===== src/rtl/mem_arbiter.sv =====
// mem_arbiter: round-robin byte-serialising memory controller for NCH requesters.
// Reads, writes and flushes of 1/2/4-byte transfers share one byte-wide RAM/IO bus.
// Optional feature macro: MEMARB_IO_STALL_EN (IO writes wait on io_buffer_full).
module mem_arbiter #(
    parameter int NCH    = 2,
    parameter int ADDR_W = 32
) (
    input  logic                clk,
    input  logic                rst,
    input  logic                rdy,
    input  logic [NCH-1:0]      req_valid,
    input  logic [NCH-1:0]      req_we,
    input  logic [2*NCH-1:0]    req_size,
    input  logic [32*NCH-1:0]   req_addr,
    input  logic [32*NCH-1:0]   req_wdata,
    input  logic [NCH-1:0]      flush,
    output logic [NCH-1:0]      req_grant,
    output logic [NCH-1:0]      resp_valid,
    output logic [31:0]         resp_rdata,
    input  logic [7:0]          mem_din,
    output logic [7:0]          mem_dout,
    output logic [ADDR_W-1:0]   mem_a,
    output logic                mem_wr,
    input  logic                io_buffer_full
);

    localparam logic [1:0] S_IDLE  = 2'd0;
    localparam logic [1:0] S_READ  = 2'd1;
    localparam logic [1:0] S_WRITE = 2'd2;
    localparam int CW = (NCH > 1) ? $clog2(NCH) : 1;

    logic [1:0]    state_q, state_d;
    logic [CW-1:0] ptr_q, ptr_d;
    logic [CW-1:0] own_q, own_d;
    logic [31:0]   addr_q, addr_d;
    logic          we_q, we_d;
    logic [2:0]    n_q, n_d;
    logic [31:0]   wdata_q, wdata_d;
    logic [2:0]    cnt_q, cnt_d;
    logic [31:0]   rdata_q, rdata_d;
    logic          iss_q, iss_d;
    logic [1:0]    iss_k_q, iss_k_d;
    logic          resp_pend_q, resp_pend_d;
    logic [CW-1:0] resp_ch_q, resp_ch_d;

    logic          go, do_grant, abort, active, io_stall, issue, gnt_found;
    logic [CW-1:0] gnt_idx;
    logic [NCH-1:0] elig;
    logic [31:0]   cur_addr, cur_wdata;
    logic          cur_we;
    logic [2:0]    cur_n, cur_k;

    function automatic logic [2:0] size_len(input logic [1:0] s);
        case (s)
            2'd0:    return 3'd1;
            2'd1:    return 3'd2;
            default: return 3'd4;
        endcase
    endfunction

    assign go       = rdy && !rst;
    assign elig     = req_valid & ~flush;
    assign do_grant = go && (state_q == S_IDLE) && gnt_found;
    assign abort    = go && (state_q == S_READ) && flush[own_q];

    // Round-robin pick: first eligible channel at or after the priority pointer.
    always_comb begin
        int unsigned j;
        j         = 0;
        gnt_found = 1'b0;
        gnt_idx   = '0;
        for (int unsigned i = 0; i < NCH; i++) begin
            j = (i + 32'(ptr_q)) % NCH;
            if (!gnt_found && elig[j]) begin
                gnt_found = 1'b1;
                gnt_idx   = CW'(j);
            end
        end
    end

    // Current transfer view: the request being granted, else the captured one.
    always_comb begin
        if (do_grant) begin
            cur_addr  = req_addr[32*gnt_idx +: 32];
            cur_wdata = req_wdata[32*gnt_idx +: 32];
            cur_we    = req_we[gnt_idx];
            cur_n     = size_len(req_size[2*gnt_idx +: 2]);
            cur_k     = 3'd0;
        end else begin
            cur_addr  = addr_q;
            cur_wdata = wdata_q;
            cur_we    = we_q;
            cur_n     = n_q;
            cur_k     = cnt_q;
        end
    end

`ifdef MEMARB_IO_STALL_EN
    assign io_stall = cur_we && (cur_addr[17:16] == 2'b11) && io_buffer_full;
`else
    logic unused_io;
    assign unused_io = io_buffer_full;
    assign io_stall  = 1'b0;
`endif

    assign active = do_grant
                 || (go && (state_q == S_READ) && !abort && (cnt_q < n_q))
                 || (go && (state_q == S_WRITE));
    assign issue  = active && !io_stall;

    assign mem_a    = issue ? ADDR_W'(cur_addr + 32'(cur_k)) : '0;
    assign mem_dout = (issue && cur_we) ? cur_wdata[8*cur_k[1:0] +: 8] : '0;
    assign mem_wr   = issue && cur_we;

    assign req_grant  = do_grant ? (NCH'(1) << gnt_idx) : '0;
    assign resp_valid = (resp_pend_q && go) ? (NCH'(1) << resp_ch_q) : '0;
    assign resp_rdata = (resp_pend_q && go) ? rdata_q : '0;

    // Next-state: byte capture runs even while rdy is low; sequencing only when go.
    always_comb begin
        logic complete;
        complete    = 1'b0;
        state_d     = state_q;
        ptr_d       = ptr_q;
        own_d       = own_q;
        addr_d      = addr_q;
        we_d        = we_q;
        n_d         = n_q;
        wdata_d     = wdata_q;
        cnt_d       = cnt_q;
        rdata_d     = rdata_q;
        iss_d       = issue && !cur_we;
        iss_k_d     = cur_k[1:0];
        resp_pend_d = go ? 1'b0 : resp_pend_q;
        resp_ch_d   = resp_ch_q;

        if (iss_q && !abort)
            rdata_d[8*iss_k_q +: 8] = mem_din;

        case (state_q)
            S_IDLE: begin
                if (do_grant) begin
                    ptr_d   = CW'((int'(gnt_idx) + 1) % NCH);
                    own_d   = gnt_idx;
                    addr_d  = cur_addr;
                    we_d    = cur_we;
                    n_d     = cur_n;
                    wdata_d = cur_wdata;
                    rdata_d = '0;
                    if (!issue) begin
                        cnt_d   = 3'd0;
                        state_d = S_WRITE;
                    end else if (cur_we && (cur_n == 3'd1)) begin
                        cnt_d    = 3'd1;
                        state_d  = S_IDLE;
                        complete = 1'b1;
                    end else begin
                        cnt_d   = 3'd1;
                        state_d = cur_we ? S_WRITE : S_READ;
                    end
                end
            end
            S_READ: begin
                if (go) begin
                    if (abort) begin
                        state_d = S_IDLE;
                    end else if (cnt_q < n_q) begin
                        cnt_d = cnt_q + 3'd1;
                    end else begin
                        state_d  = S_IDLE;
                        complete = 1'b1;
                    end
                end
            end
            S_WRITE: begin
                if (issue) begin
                    cnt_d = cnt_q + 3'd1;
                    if (cnt_q + 3'd1 == n_q) begin
                        state_d  = S_IDLE;
                        complete = 1'b1;
                    end
                end
            end
            default: state_d = S_IDLE;
        endcase

        if (complete) begin
            resp_pend_d = 1'b1;
            resp_ch_d   = do_grant ? gnt_idx : own_q;
        end
    end

    // State registers with synchronous reset.
    always_ff @(posedge clk) begin
        if (rst) begin
            state_q     <= S_IDLE;
            ptr_q       <= '0;
            own_q       <= '0;
            addr_q      <= '0;
            we_q        <= 1'b0;
            n_q         <= '0;
            wdata_q     <= '0;
            cnt_q       <= '0;
            rdata_q     <= '0;
            iss_q       <= 1'b0;
            iss_k_q     <= '0;
            resp_pend_q <= 1'b0;
            resp_ch_q   <= '0;
        end else begin
            state_q     <= state_d;
            ptr_q       <= ptr_d;
            own_q       <= own_d;
            addr_q      <= addr_d;
            we_q        <= we_d;
            n_q         <= n_d;
            wdata_q     <= wdata_d;
            cnt_q       <= cnt_d;
            rdata_q     <= rdata_d;
            iss_q       <= iss_d;
            iss_k_q     <= iss_k_d;
            resp_pend_q <= resp_pend_d;
            resp_ch_q   <= resp_ch_d;
        end
    end

endmodule

===== config.mk =====
export PLATFORM = sky130hd
export DESIGN_NAME = mem_arbiter
export DESIGN_NICKNAME = d
export VERILOG_FILES = /design/src/rtl/mem_arbiter.sv
export SDC_FILE = /design/constraint.sdc
export NUM_CORES = 1
export LEC_CHECK = 0
export BUFFER_PORTS_ARGS = -buffer_cell sky130_fd_sc_hd__buf_4
export CAP_MARGIN = 20
export CORE_ASPECT_RATIO = 0.6
export CORE_MARGIN = 5
export CORE_UTILIZATION = 25
export DETAILED_ROUTE_END_ITERATION = 8
export SYNTH_ARGS = -nofsm -noshare
export SYNTH_HDL_FRONTEND = slang
export SYNTH_SLANG_ARGS = --single-unit

===== constraint.sdc =====
create_clock -name clk -period 5.73 [get_ports clk]
set_clock_uncertainty 0.05 [all_clocks]
set_input_delay 0.573 -clock clk [delete_from_list [all_inputs] [get_ports clk]]
set_output_delay 0.573 -clock clk [all_outputs]
set_load 0.005 [all_outputs]

# [After elaboration in Yosys (flattened, before gate mapping)]
# Index checks and enable logic that the tools add are counted.
[word_totals] regBits=112 inputBits=150 output_inout_bits=77
[classes] addsub=5 order_cmp=5 n_eq_ne=12 shifts=8 n_mux=56 bitwise_logic=2 n_reduce_logical=27
[ops] cell="2-to-1 mux 32 bit" count=7
[ops] cell="indexed part select 64 x 7 -> 32 bit" count=2
[ops] cell="negator 5 -> 34 bit" count=1
[ops] cell="variable shift 8 x 34 -> 32 bit (first input constant)" count=1
[ops] cell="indexed part select 8 x 34 -> 32 bit" count=1
[ops] cell="adder 32 x 3 -> 32 bit" count=1
[ops] cell="bitwise mux 32 bit" count=1
[ops] cell="indexed part select 32 x 6 -> 8 bit" count=1
[ops] cell="2-to-1 mux 1 bit" count=25
[ops] cell="2-to-1 mux 2 bit" count=11
[ops] cell="2-to-1 mux 3 bit" count=7
[ops] cell="logical AND 1 bit" count=14
[ops] cell="case mux 3 bit (3 select lines)" count=1
[ops] cell="< comparator 1 x 2 -> 1 bit (second input constant)" count=4
[ops] cell="2-to-1 mux 8 bit" count=1
[ops] cell="!= test 2 bit (second input constant)" count=4
[ops] cell="case mux 2 bit (3 select lines)" count=1
[ops] cell="case mux 3 bit (2 select lines)" count=1
[ops] cell="AND reduction 6 bit" count=1
[ops] cell="AND reduction 5 bit" count=1
[ops] cell="equality test 2 x 1 -> 1 bit (second input constant)" count=2
[ops] cell="logical NOT 1 bit" count=4
[ops] cell="logical NOT 2 bit" count=2
[ops] cell="!= test 2 x 1 -> 1 bit (second input constant)" count=2
[ops] cell="17 further kinds" count=19

# [Depth between registers and ports, before layout]
[depth] word_depth=19 mapped_depth=18

# [Worst setup path before layout]
# No wires, ideal clock.
[synth_timing] path_type="input port to output port" from="input req_valid[0]" to="output mem_a[24]" arrival_ps=4039 t_required_ps=5107 setup_slack_ps=1068 path_stages=16 path_buffers=3 cell_sequence="nor2b_1 -> clkbuf_1 -> o21ai_0 -> clkbuf_1 -> clkbuf_1 -> nand2_1 -> inv_1 -> ha_1 -> inv_1 -> fa_1 -> inv_1 -> a21oi_1 -> nand3b_1 -> nor3_1 -> nand4_1 -> a21oi_1"
[synth_via] elab_chain_len=11
[synth_rtl] item="start, declared" line_no="11" source="input logic [NCH-1:0] req_valid,"
[synth_rtl] item="bitwise AND 2 bit (*)" line_no="62" source="assign elig = req_valid & ~flush;"
[synth_rtl] item="2-to-1 mux 1 bit (implied by the code) (2 in a row)" line_no="74" source="if (!gnt_found && elig[j]) begin"
[synth_rtl] item="2-to-1 mux 1 bit" line_no="74"
[synth_rtl] item="logical NOT 1 bit" line_no="74"
[synth_rtl] item="logical AND 1 bit" line_no="74"
[synth_rtl] item="2-to-1 mux 1 bit (*)" line_no="74"
[synth_rtl] item="logical AND 1 bit (*)" line_no="63" source="assign do_grant = go && (state_q == S_IDLE) && gnt_found;"
[synth_rtl] item="2-to-1 mux 3 bit (*)" line_no="83" source="if (do_grant) begin"
[synth_rtl] item="via cur_k[0]" line_no="51" source="logic [2:0] cur_n, cur_k;"
[synth_rtl] item="adder 32 x 3 -> 32 bit (*)" line_no="111" source="assign mem_a = issue ? ADDR_W'(cur_addr + 32'(cur_k)) : '0;"
[synth_rtl] item="2-to-1 mux 32 bit (*)" line_no="111"
[synth_rtl] item="end, declared" line_no="22" source="output logic [ADDR_W-1:0] mem_a,"
# The timed path passes the listed nets; every way through them passes the cells marked *. The select of a mux whose other input is x is not followed.

# [Final worst setup path]
[layout_timing] from="register state_q[0]" to="output mem_a[28]"
[layout_rtl] item="start, declared" line_no="32" source="logic [1:0] state_q, state_d;"
[layout_rtl] item="start signal, assigned" line_no="210" source="state_q <= state_d;"
[layout_rtl] item="logical NOT 2 bit" line_no="63"
[layout_rtl] item="logical AND 1 bit (2 in a row)" line_no="63"
[layout_rtl] item="2-to-1 mux 32 bit" line_no="83"
[layout_rtl] item="via cur_addr[0]" line_no="49" source="logic [31:0] cur_addr, cur_wdata;"
[layout_rtl] item="adder 32 x 3 -> 32 bit" line_no="111"
[layout_rtl] item="2-to-1 mux 32 bit" line_no="111"
# The timed path passes the listed nets, and every way through them passes these cells.

==> impl_results.md <==
* Most frequent cells in the layout: buf_4 (243), nor2_1 (149), dfxtp_1 (112), a21oi_1 (95), nand2_1 (55)
* Setup_tns at 0 ps
* Crit path launch: state_q[0]
* 1st-iter DRT viols at 588
* CTS clk-pin slew, worst paths at 80 ps
* Dominant synthesized flop cell: dfxtp_1
* Clock latency at the later pin of the worst-skew pair at between 300 and 400 ps
* Peak supply drop at 0.134 mV
* CORE AREA at between 20000 and 30000 sq um
* Gpl congestion at slightly below 0.8
* Synth Area in Adders at 3.42%
* Vias in the first global route at ~6400
* Final Non-Filler Cells at 1366
* Slew headroom at between 30% and 40%
* Antenna Cells at 0
* Worst-path maximum fanout at 24
* CP Class: flip-flop to primary output
* EDFF count, synth at 0
* Largest net degree at the start of global routing at 66
* IO Port Bufs at between 200 and 250
* CTS Buf Count at 9
* Final hold vios at 0
* Post-Synth XOR/XNOR Area at 3.40%
* Share of layout cells above drive strength 1 at 26.8%
* First-pass GRT wire length at between 30000 and 40000 microns
* Final Power at 0.00202 W
* I/O pin count at about 230
* P_leak at around 3.6 nW
* Maximum buffer depth of the clock tree at 2
* Fin nets at 1199
* Die width at 217 microns
* CTS sink count at approximately 110
* Initial antenna violation count at 0
* Maximum Capacitance Violations at 0
* Post-CTS setup buffers at 0
* Post-cts sizing count at 0
* Async SR Flop Fraction at 0%
* Reg2reg setup slack at 2730 ps
* # H-tree levels at 3
* Synthesized area per cell at about 7.7 sq um
* Synth Register Bits at 112
* Worst r2r src: state_q[0]
* Post-DRT Antenna Nets at 0
* Total grt overflow at 0
* Simple-gate share of the synthesized area at 29.8%
* Min cycle time layout at 5130 ps
* Final WL at 24200 microns
* Dpl cells at 1350
* Die area at around 29000 sq um
* Max Slew Vio Count at 0
* Power Density at 230 nW/um^2
* Cts hold-fix bufs at 0
* Syn Inst Count at 841
* Final setup fails at 0
* CP endpoint kind: primary output
* Data arrival time of the critical path at 4510 ps
* Final worst-path cycle share at 89.5%
* Largest family of logic cells by synthesized area: simple AND/OR/NAND/NOR gates
* 1st-pass router iterations at 4
* Min-Delay Startpoint: rdata_q[13]
* Worst-Margin Slew at ~1000 ps
* Post-synth design cell area at 6440 sq um
* Warnings from Yosys at 0
* Via/cell ratio at 5.04
* Num rows at 45
* Post-detailed-placement half-perimeter wirelength at 18100 microns
* Clock Tree Root: clkbuf_16
* Initial Util at 25.4%
* Synth unique cells at 64
* Die height at 134 microns
* Post-synthesis sequential area ratio at between 30% and 40%
* Synth-to-Final Area Change at 36.0%
* Crit start category: flip-flop
* Post-synthesis compound-gate area fraction at between 20% and 30%
* CTS tree: built
* Mux cell area share after synthesis at approximately 1.6%
* Most common cell after layout, fill and taps aside: buf_4
* Maximum clock rate at 0.195 GHz
* GR Util All Layers at 15.8%
* Routed length per placed instance at around 18 microns
* Via count at 6880
* Unrepaired setup endpoints after global routing: no
* Worst path required time at just over 5000 ps
* Post-route DRC at 0
* Status: completed
* Hold Path Class: flip-flop to flip-flop
* Syn_nets at 1008
-- per-stage QoR --
| step | area [sq um] | hold slack (ps) | setup slack (ps) | utilization [%] |
|---|---|---|---|---|
| floorplan | 6440 | 378 | 1070 | - |
| global placement | 8440 | 386 | 836 | 33.3 |
| detailed placement | 8440 | 392 | 826 | 33.3 |
| CTS | 8760 | 402 | 573 | 34.6 |
| global route | 8760 | 411 | 117 | 34.6 |
| finish | 8760 | 401 | 601 | 34.6 |
-- layout make-up --
cell class	count	area (sq um)
inverter	19	71.3
multi-input combinational	647	3890
sequential	112	2240
clock buffer	11	253
timing repair buffer	243	1820
tap	329	412
clock inverter	5	62.6
fill	2709	16600
-- power by group --
| group | total [W] | leakage [nW] | switching, W | internal [W] |
|---|---|---|---|---|
| Combinational | 0.000507 | 2.53 | 0.000299 | 0.000208 |
| Clock | 0.000674 | 0.154 | 0.000307 | 0.000368 |
| Sequential | 0.000836 | 0.908 | 0.0000179 | 0.000818 |
| Total | 0.00202 | 3.59 | 0.000624 | 0.00139 |
-- final timing paths --
kind	endpoint	cells past startpoint
worst min register to register	rdata_q[13]	2
worst max register to register	state_q[1]	9
worst max-delay path	mem_a[28]	16
worst min-delay path	rdata_q[13]	2
-- worst max-delay path: stages, from the launching register on --
cell and delay, ps:
dfxtp_1 340, inv_1 90, ha_1 310, nand3b_4 130, a21oi_4 610, nor2_1 70, a21oi_1 190, ha_1 190
inv_1 50, fa_1 410, inv_1 70, a21oi_1 70, nand3b_1 460, nor4_2 600, a21boi_0 160, nor3_1 220
buf_4 170
-- cells in the mapped netlist (6+ instances only) --
cell type | count | area share [%]
a211oi_1 | 17 | 2.0
a21o_1 | 6 | 0.70
a21oi_1 | 96 | 7.5
a22oi_1 | 37 | 4.3
and2_1 | 9 | 0.87
and3_1 | 34 | 3.3
clkbuf_1 | 51 | 3.0
dfxtp_1 | 112 | 35
ha_1 | 16 | 3.1
inv_1 | 17 | 0.99
mux2i_1 | 9 | 1.4
nand2_1 | 55 | 3.2
nand2b_1 | 8 | 0.78
nand3_1 | 37 | 2.9
nand3b_1 | 6 | 0.70
nand4b_1 | 19 | 2.6
nor2_1 | 150 | 8.7
nor2b_1 | 6 | 0.58
nor3_1 | 15 | 1.2
nor4_1 | 11 | 1.1
o21ai_0 | 14 | 1.1
o221ai_1 | 16 | 2.2
o22ai_1 | 6 | 0.58
xor2_1 | 20 | 2.7
-- kinds of logic after synthesis --
logic type / count (synthesis)
adder cells (fa/ha/maj): 17
AO/OA/AOI/OAI: 217
AND/OR/NAND/NOR: 378
buffers and inverters: 82
flip-flops: 112
multiplexers: 10
XOR/XNOR: 25
-- metal layers --
| metal | vias up | track usage [%] | part of all wire (%) |
|---|---|---|---|
| met2 | 187 | 23.5 | 44 |
| li1 | 3406 | - | - |
| met4 | 0 | 2.56 | 0.53 |
| met3 | 9 | 3.74 | 5.5 |
| met1 | 3278 | 23.5 | 50 |
| met5 | - | 0 | 0 |
-- flip-flops by register name, indices dropped and copies added (netlist names) --
register	count
addr_q	32
cnt_q	3
iss_k_q	2
iss_q	1
n_q	3
own_q	1
ptr_q	1
rdata_q	32
resp_ch_q	1
resp_pend_q	1
state_q	2
wdata_q	32
we_q	1
No activity file was read; power rests on OpenSTA's default activity.
